==> src/rtl/spi_display_arbiter_pkg.sv <==
// Shared definitions for the SPI display arbiter.
//   - FSM state encoding (IDLE/SETUP/SHIFT/HOLD/GAP)
//   - requester index constants (REQ_CORE=0 core updates, REQ_STAT=1 status writes)
//   - req_onehot(): requester index -> one-hot gnt/done vector
// Optional feature macro used by the arbiter files: SPI_READBACK_EN.
package spi_display_arbiter_pkg;

  typedef logic [2:0] state_t;

  localparam state_t ST_IDLE  = 3'd0;
  localparam state_t ST_SETUP = 3'd1;
  localparam state_t ST_SHIFT = 3'd2;
  localparam state_t ST_HOLD  = 3'd3;
  localparam state_t ST_GAP   = 3'd4;

  localparam int REQ_CORE = 0;
  localparam int REQ_STAT = 1;

  function automatic logic [1:0] req_onehot(input logic idx);
    logic [1:0] oh;
    oh           = 2'b00;
    oh[REQ_CORE] = (idx == 1'(REQ_CORE));
    oh[REQ_STAT] = (idx == 1'(REQ_STAT));
    return oh;
  endfunction

endpackage

==> src/rtl/spi_shift_engine.sv <==
// SPI mode-0 serialiser for one frame: sclk divider, rising-edge counter and
// the shift register. Driven by the arbiter FSM state; reports the divider
// terminal count and the closing falling edge of the frame.
// Optional feature: SPI_READBACK_EN (miso captured and shifted in).
// Ports:
//   clk, rst          system clock, synchronous active-high reset
//   state             arbiter FSM state
//   load, load_data   load a new frame (grant cycle)
//   miso              SPI data in
//   div_tc            divider at terminal count this cycle
//   last_fall         this cycle ends the final sclk high phase
//   sclk              SPI clock, idle low
//   mosi_bit          current MSB of the shift register
//   rx_word           shift register contents (received word after the last fall)
module spi_shift_engine
  import spi_display_arbiter_pkg::*;
#(
  parameter int CLK_DIV = 4,
  parameter int WORD_W  = 16
) (
  input  logic              clk,
  input  logic              rst,
  input  state_t            state,
  input  logic              load,
  input  logic [WORD_W-1:0] load_data,
  input  logic              miso,
  output logic              div_tc,
  output logic              last_fall,
  output logic              sclk,
  output logic              mosi_bit,
  output logic [WORD_W-1:0] rx_word
);

  localparam int DIV_W = $clog2(CLK_DIV) + 1;
  localparam int BIT_W = $clog2(WORD_W) + 1;
  localparam logic [DIV_W-1:0] DIV_RELOAD = DIV_W'(CLK_DIV - 1);
  localparam logic [BIT_W-1:0] BIT_LAST   = BIT_W'(WORD_W);

  logic [DIV_W-1:0]  div_cnt;
  logic [BIT_W-1:0]  bit_cnt;
  logic [WORD_W-1:0] shreg;
  logic              in_frame;
  logic              shifting;
  logic              shift_in;

  assign in_frame  = (state == ST_SETUP) || (state == ST_SHIFT) || (state == ST_HOLD);
  assign shifting  = (state == ST_SHIFT);
  assign div_tc    = (div_cnt == '0);
  assign last_fall = shifting && div_tc && sclk && (bit_cnt == BIT_LAST);
  assign mosi_bit  = shreg[WORD_W-1];
  assign rx_word   = shreg;

`ifdef SPI_READBACK_EN
  // miso is held from the rising edge and enters the LSB on the following
  // falling edge, so after the last fall the register holds the whole
  // received word in order.
  logic miso_q;

  always_ff @(posedge clk) begin
    if (rst) begin
      miso_q <= 1'b0;
    end else if (shifting && div_tc && !sclk) begin
      miso_q <= miso;
    end
  end

  assign shift_in = miso_q;
`else
  logic unused_miso;
  assign unused_miso = miso;
  assign shift_in    = 1'b0;
`endif

  always_ff @(posedge clk) begin
    if (rst) begin
      div_cnt <= DIV_RELOAD;
      bit_cnt <= '0;
      sclk    <= 1'b0;
      shreg   <= '0;
    end else if (load) begin
      div_cnt <= DIV_RELOAD;
      bit_cnt <= '0;
      sclk    <= 1'b0;
      shreg   <= load_data;
    end else if (in_frame) begin
      if (div_tc) begin
        div_cnt <= DIV_RELOAD;
        if (shifting) begin
          sclk <= ~sclk;
          if (!sclk) begin
            bit_cnt <= bit_cnt + 1'b1;
          end else begin
            shreg <= {shreg[WORD_W-2:0], shift_in};
          end
        end
      end else begin
        div_cnt <= div_cnt - 1'b1;
      end
    end
  end

endmodule

==> src/rtl/spi_display_arbiter.sv <==
// Round-robin arbiter sharing the SPI display bus between the core
// (requester 0) and status/diagnostic logic (requester 1). One frame per
// grant, SPI mode 0, MSB first.
// Optional feature: SPI_READBACK_EN (rdata captures the frame read on miso;
// otherwise rdata is tied 0).
// Ports:
//   clk, rst          system clock, synchronous active-high reset
//   req[1:0]          level requests, held until granted
//   wdata0, wdata1    frame data per requester, sampled in the gnt cycle
//   gnt[1:0]          one-hot grant pulse
//   done[1:0]         one-hot frame-finished pulse (coincides with ss rising)
//   busy              FSM not idle
//   rdata             last frame captured from miso
//   ss, sclk, mosi    SPI outputs (ss active-low, sclk idle low)
//   miso              SPI data in
//
// state | meaning
// IDLE  | waiting for a request; grant issued here
// SETUP | ss low, first bit on mosi, sclk low for CLK_DIV cycles
// SHIFT | sclk toggling, WORD_W bits exchanged
// HOLD  | ss still low, sclk low for CLK_DIV cycles
// GAP   | ss high for GAP_CYC cycles before the next grant
module spi_display_arbiter
  import spi_display_arbiter_pkg::*;
#(
  parameter int CLK_DIV = 4,
  parameter int WORD_W  = 16,
  parameter int GAP_CYC = 2
) (
  input  logic              clk,
  input  logic              rst,
  input  logic [1:0]        req,
  input  logic [WORD_W-1:0] wdata0,
  input  logic [WORD_W-1:0] wdata1,
  output logic [1:0]        gnt,
  output logic [1:0]        done,
  output logic              busy,
  output logic [WORD_W-1:0] rdata,
  output logic              ss,
  output logic              sclk,
  output logic              mosi,
  input  logic              miso
);

  localparam int GAP_W = $clog2(GAP_CYC) + 1;
  localparam logic [GAP_W-1:0] GAP_RELOAD = GAP_W'(GAP_CYC - 1);

  state_t            state;
  logic              last_grant;
  logic [GAP_W-1:0]  gap_cnt;
  logic              grant_valid;
  logic              grant_idx;
  logic [WORD_W-1:0] load_data;
  logic              div_tc;
  logic              last_fall;
  logic              mosi_bit;
  logic [WORD_W-1:0] rx_word;

  // On a tie the requester that did not win last time goes first.
  always_comb begin
    grant_valid = !rst && (state == ST_IDLE) && (req != 2'b00);
    grant_idx   = (req == 2'b11) ? ~last_grant : req[1];
  end

  assign gnt       = grant_valid ? req_onehot(grant_idx) : 2'b00;
  assign load_data = grant_idx ? wdata1 : wdata0;
  assign busy      = (state != ST_IDLE);
  assign ss        = !((state == ST_SETUP) || (state == ST_SHIFT) || (state == ST_HOLD));
  assign mosi      = ((state == ST_SETUP) || (state == ST_SHIFT)) ? mosi_bit : 1'b0;

  spi_shift_engine #(
    .CLK_DIV (CLK_DIV),
    .WORD_W  (WORD_W)
  ) u_engine (
    .clk       (clk),
    .rst       (rst),
    .state     (state),
    .load      (grant_valid),
    .load_data (load_data),
    .miso      (miso),
    .div_tc    (div_tc),
    .last_fall (last_fall),
    .sclk      (sclk),
    .mosi_bit  (mosi_bit),
    .rx_word   (rx_word)
  );

  always_ff @(posedge clk) begin
    if (rst) begin
      state      <= ST_IDLE;
      last_grant <= 1'b1;
      gap_cnt    <= GAP_RELOAD;
      done       <= 2'b00;
    end else begin
      done <= 2'b00;
      case (state)
        ST_IDLE: begin
          if (grant_valid) begin
            state      <= ST_SETUP;
            last_grant <= grant_idx;
          end
        end
        ST_SETUP: begin
          if (div_tc) state <= ST_SHIFT;
        end
        ST_SHIFT: begin
          if (last_fall) state <= ST_HOLD;
        end
        ST_HOLD: begin
          // done lands in the first GAP cycle, the same cycle ss rises.
          if (div_tc) begin
            state   <= ST_GAP;
            gap_cnt <= GAP_RELOAD;
            done    <= req_onehot(last_grant);
          end
        end
        ST_GAP: begin
          if (gap_cnt == '0) begin
            state <= ST_IDLE;
          end else begin
            gap_cnt <= gap_cnt - 1'b1;
          end
        end
        default: state <= ST_IDLE;
      endcase
    end
  end

`ifdef SPI_READBACK_EN
  always_ff @(posedge clk) begin
    if (rst) begin
      rdata <= '0;
    end else if ((state == ST_HOLD) && div_tc) begin
      rdata <= rx_word;
    end
  end
`else
  logic unused_rx;
  assign unused_rx = ^rx_word;
  assign rdata     = '0;
`endif

endmodule

==> config.mk <==
export PLATFORM = sky130hd
export DESIGN_NAME = spi_display_arbiter
export DESIGN_NICKNAME = d
export VERILOG_FILES = /design/src/rtl/spi_display_arbiter_pkg.sv /design/src/rtl/spi_shift_engine.sv /design/src/rtl/spi_display_arbiter.sv
export SDC_FILE = /design/constraint.sdc
export NUM_CORES = 1
export LEC_CHECK = 0
export BUFFER_PORTS_ARGS = -buffer_cell sky130_fd_sc_hd__buf_2
export CAP_MARGIN = 10
export CORE_ASPECT_RATIO = 0.6
export CORE_MARGIN = 8
export CORE_UTILIZATION = 52
export DETAILED_ROUTE_END_ITERATION = 10
export GPL_ROUTABILITY_DRIVEN = 0
export PLACE_DENSITY = 0.8
export SYNTH_ARGS = -nofsm -noshare
export SYNTH_HDL_FRONTEND = slang
export SYNTH_HIERARCHICAL = 1
export SYNTH_SLANG_ARGS = --single-unit
==> constraint.sdc <==
create_clock -name clk -period 2.2 [get_ports clk]
set_clock_uncertainty 0.05 [all_clocks]
set_input_delay 0.11 -clock clk [delete_from_list [all_inputs] [get_ports clk]]
set_output_delay 0.11 -clock clk [all_outputs]
set_load 0.05 [all_outputs]
# After elaboration in Yosys (flattened, before gate mapping)
# Cells that the tools add are included.
[word_totals]
reg_bits = 33
latchBits = 0
ram_bits = 0
mem_bits_ro = 0
out_inout_bits = 24
memories = 0
[op_classes]
add_sub_neg = 3
mul = 0
div = 0
n_lt_le_gt_ge = 0
n_eq_ne = 12
shift = 0
muxes = 19
bitwise = 5
reduce_logical = 27
[ops]
columns = ["operator", "count"]
rows = [
  ["$mux 16", 6],
  ["$mux 3", 6],
  ["$pmux 3 s5", 1],
  ["$reduce_bool 2->1", 6],
  ["$ne 2x2->1 const B", 4],
  ["$reduce_and 4->1", 2],
  ["$eq 3x2->1 const B", 2],
  ["$logic_not 3->1", 2],
  ["$mux 2", 3],
  ["$reduce_and 3->1", 2],
  ["$add 5x1->5 const B", 1],
  ["$eq 5x5->1 const B", 1],
  ["$logic_and 1x1->1", 5],
  ["$not 1->1", 5],
  ["$reduce_and 5->1", 1],
  ["$ne 2x1->1 const B", 2],
  ["$pmux 2 s2", 1],
  ["$eq 3x1->1 const B", 1],
  ["$eq 3x3->1 const B", 1],
  ["$reduce_bool 3->1", 1],
  ["$reduce_or 3->1", 1],
  ["$sub 3x1->3 const B", 1],
  ["$eq 2x2->1 const B", 1],
  ["$logic_not 1->1", 2],
  ["6 further kinds", 8],
]

# Longest topological paths before layout
[depth]
ltp_word = 6
ltp_mapped = 9
mapped_depth_nobuf = 7

# By module
# Netlist, hierarchy kept.
[by_module_without_submodules]
columns = ["module", "instances", "cells_per_inst", "area_per_inst_um2", "seq_area_each_um2"]
rows = [
  ["spi_shift_engine", 1, 158, 1403.8, 500.5],
  ["spi_display_arbiter", 1, 85, 742.0, 160.2],
]

# Worst setup path after synthesis
# OpenSTA, ideal clock, no wires.
[synth_timing]
path_type = "register -> output"
startpoint = "register state[1]"
endpoint = "output mosi"
t_arrival_ps = 1745
slack_ps = 295
stages_incl_launch_ff = 4
path_buffers = 1
path_cell_list = "dfxtp_1 > buf_2 > xnor2_1 > nor3b_1"
[synth_between]
elab_chain_len = 3
[synth_rtl]
columns = ["element", "line_no", "source"]
rows = [
  ["start, declared", "spi_display_arbiter.sv:48", "state_t state;"],
  ["start signal, assigned", "spi_display_arbiter.sv:90", "state <= ST_IDLE;"],
  ["start signal, assigned", "spi_display_arbiter.sv:99", "state <= ST_SETUP;"],
  ["start signal, assigned", "spi_display_arbiter.sv:104", "if (div_tc) state <= ST_SHIFT;"],
  ["$eq 3x1->1 or $eq 3x2->1 (tied branches)", "spi_display_arbiter.sv:69", "assign mosi = ((state == ST_SETUP) || (state == ST_SHIFT)) ? mosi_bit : 1'b0;"],
  ["$logic_or 1x1->1 (*)", "spi_display_arbiter.sv:69", ""],
  ["$mux 1 (*)", "spi_display_arbiter.sv:69", ""],
  ["end, declared", "spi_display_arbiter.sv:41", "output logic mosi,"],
]
# Mark *: on every way between the ends. The rest lies on a longest branch, timed or not.

# Worst setup path in the final report
[layout_timing]
startpoint = "register state[0]"
endpoint = "register u_engine.shreg[9] (netlist: u_engine/rx_word[9])"
[layout_between]
elab_chain_len = 5
[layout_rtl]
columns = ["element", "line_no", "source"]
rows = [
  ["$eq 3x1->1 (tied with other cells)", "spi_shift_engine.sv:46", "assign in_frame = (state == ST_SETUP) || (state == ST_SHIFT) || (state == ST_HOLD);"],
  ["$logic_or 1x1->1 or $logic_and 1x1->1 (tied branches) (2 in a row)", "spi_shift_engine.sv:46, spi_display_arbiter.sv:61", ""],
  ["$reduce_bool 2->1 (no source line)", "-", ""],
  ["$reduce_and 4->1 (no source line)", "-", ""],
  ["end signal, assigned", "spi_shift_engine.sv:84", "shreg <= load_data;"],
  ["end signal, assigned", "spi_shift_engine.sv:93", "shreg <= {shreg[WORD_W-2:0], shift_in};"],
  ["end, declared", "spi_shift_engine.sv:41", "logic [WORD_W-1:0] shreg;"],
]
# Parallel ways exist; a longest one is shown, timed or not.
# A chain may end at the register's enable or synchronous reset.

==> impl_metrics.yaml <==
finish:
  final_layout_size_suffix_gt1_frac: 0.274
  finish.instance_area_um2: 2390
  fill_cells: 386
  sequential_standard_cell_area_um2: 661
  post-route-util: 0.594
  layout-area-overhead-vs-synth_pct: 12.0
  fin_nets: 322
  multi_input_gate_area_um2: 1220
  antenna_cells: 0
grt:
  first_global_vias: 1756
  grt_start_max_net_pins: 37
  gr-usage-all-layers: 0.154
  grt_antenna_before_repair: 0
  global_route_wire_length_before_repair_um: 8080
  grt.overflow.total: 0
cts:
  post_cts_hold_buffer_count: 0
  post-cts-setup-buffer-count: 0
  cts_max_path_buffers: 2
  root_buffer: "clkbuf_8"
  clkLatencyLatePin_ns: 0.29
  tritoncts_clock_tree: "built"
  clock-sinks: 33
  worst_setup_hold_path_clk_slew_ns: 0.07
  post_cts_resize_count: 0
  h-tree-depth: 2
  cts_made_buffers: 5
die:
  dieWidth_um: 98.8
  floorplan.core_area_um2: 4030
  die_y_um: 65.7
  floorplan.io_pins: 61
  floorplan.rows: 18
  initial_core_util: 0.530
  dieArea_um2: 6490
power:
  static-leakage-power_nw: 1.04
  max-vdd-ir-drop_mv: 0.244
  p_per_area_nw_per_um2: 585
timing:
  grt_setup_unrepaired: "no"
  setup_total_negative_slack_ns: 0
  final_max_slew_viol_count: 0
  timing.max_slew.rel_slack: 0.632
  setup_viol: 0
  period_minus_slack_ns: 1.92
  hold_ws_ns: 0.0649
  timing.fmax_mhz: 522
  final_min_period_over_clock_period: 0.871
  hold_viol_final: 0
  worstMarginPinSlew_ns: 0.552
routing:
  routed_wl_um: 4810
  drt_first_iter_violations: 116
  drt-wirelength-per-cell_um: 14.5
  routed-via-count: 1836
  vias_per_cell: 5.55
  firstDrtPassIters: 4
  ant_nets: 0
  route.detailed.drc: 0
critical_path:
  worst_ep_arrival_ns: 2.05
  crit_path_start_kind: "flip-flop"
  timing.critical_path.fanout_max: 14
  worst_r2r_startpoint: "state[0]"
  critPathCaptureType: "flip-flop"
  worst-setup-path-type: "reg -> reg"
  critPathRequiredTime_ns: 2.33
  crit_start: "state[0]"
min_path:
  hold_path.startpoint: "rst"
  worstHoldPathType: "in -> reg"
place:
  dpl_cell_area_um2: 2310
  placement.io_buffers: 43
  dp.final_hpwl_um: 3410
job:
  drv_cap: 0
synthesis:
  synth.yosys.warnings: 6
  synthesis.area_um2: 2140
  syn_area_per_cell_um2: 8.84
  post_synth_inst_count: 242
status:
  run_status: "finished clean"
-- per-stage QoR --
| step | power, mW | instances | worst slack (ns) |
|---|---|---|---|
| 6_report | 1.40 | 331 | 0.283 |
| 5_1_grt | 1.47 | 331 | 0.161 |
| 4_1_cts | 1.41 | 331 | 0.333 |
| 3_5_place_dp | 0.965 | 323 | 0.351 |
| 3_3_place_gp | 0.958 | 323 | 0.442 |
| 2_1_floorplan | 0.923 | 257 | 0.295 |
-- worst paths after layout --
| check | slack, ns | to | cells past startpoint |
|---|---|---|---|
| worst max-delay path | 0.28 | u_engine/rx_word[9] | 4 |
| worst min-delay path | 0.06 | state[0] | 3 |
| worst max register to register | 0.28 | u_engine/rx_word[9] | 4 |
| worst min register to register | 0.45 | u_engine/bit_cnt[3] | 2 |
-- per-layer routing --
layer  track usage  wire length, um
met1         0.183             2170
met2         0.242             2140
met3        0.0548              405
met4        0.0835               96
met5             0                0
-- cell usage in the layout, fill, tap and decap left out, types with 2 or more instances in the layout --
cell	instances
ha_1	5
mux2_1	16
buf_2	43
a41oi_1	15
or2_2	2
o31ai_1	2
inv_1	24
o21ai_1	19
or3_1	2
nor3_1	8
conb_1	16
o21bai_1	2
nand2_1	5
nor2b_1	4
mux2i_1	3
a221oi_2	9
a21oi_1	7
buf_4	8
nor3b_2	2
nor2_1	10
clkbuf_1	3
clkbuf_8	5
nand3_1	5
dfxtp_1	33
and3_1	3
a221oi_1	5
inv_2	2
-- flip-flops by register name, summed over array words and instances, names as in the netlist --
name / flops
u_engine/rx_word: 16
u_engine/div_cnt: 3
u_engine/bit_cnt: 5
gap_cnt: 2
u_engine/sclk: 1
last_grant: 1
done: 2
state: 3
-- report_power, final --
| part | switching (mW) | total (mW) | internal [mW] |
|---|---|---|---|
| registers | 0.0225 | 0.652 | 0.630 |
| clock network | 0.223 | 0.448 | 0.225 |
| logic | 0.192 | 0.300 | 0.108 |
-- cell type report --
class,instances,share of cell area
inverters,26,0.0408
clock buffers,8,0.0334
repair buffers,51,0.115
flip-flops and latches,33,0.276
multi-input cells,163,0.509
well taps,50,0.0261
-- worst max-delay path, stage by stage, from the launching register on --
cell and delay (ns):
dfxtp_1 0.58, or3b_1 0.54, buf_4 0.26, o21ai_1 0.08, a221oi_1 0.29
(Power assumes the default switching activity.)
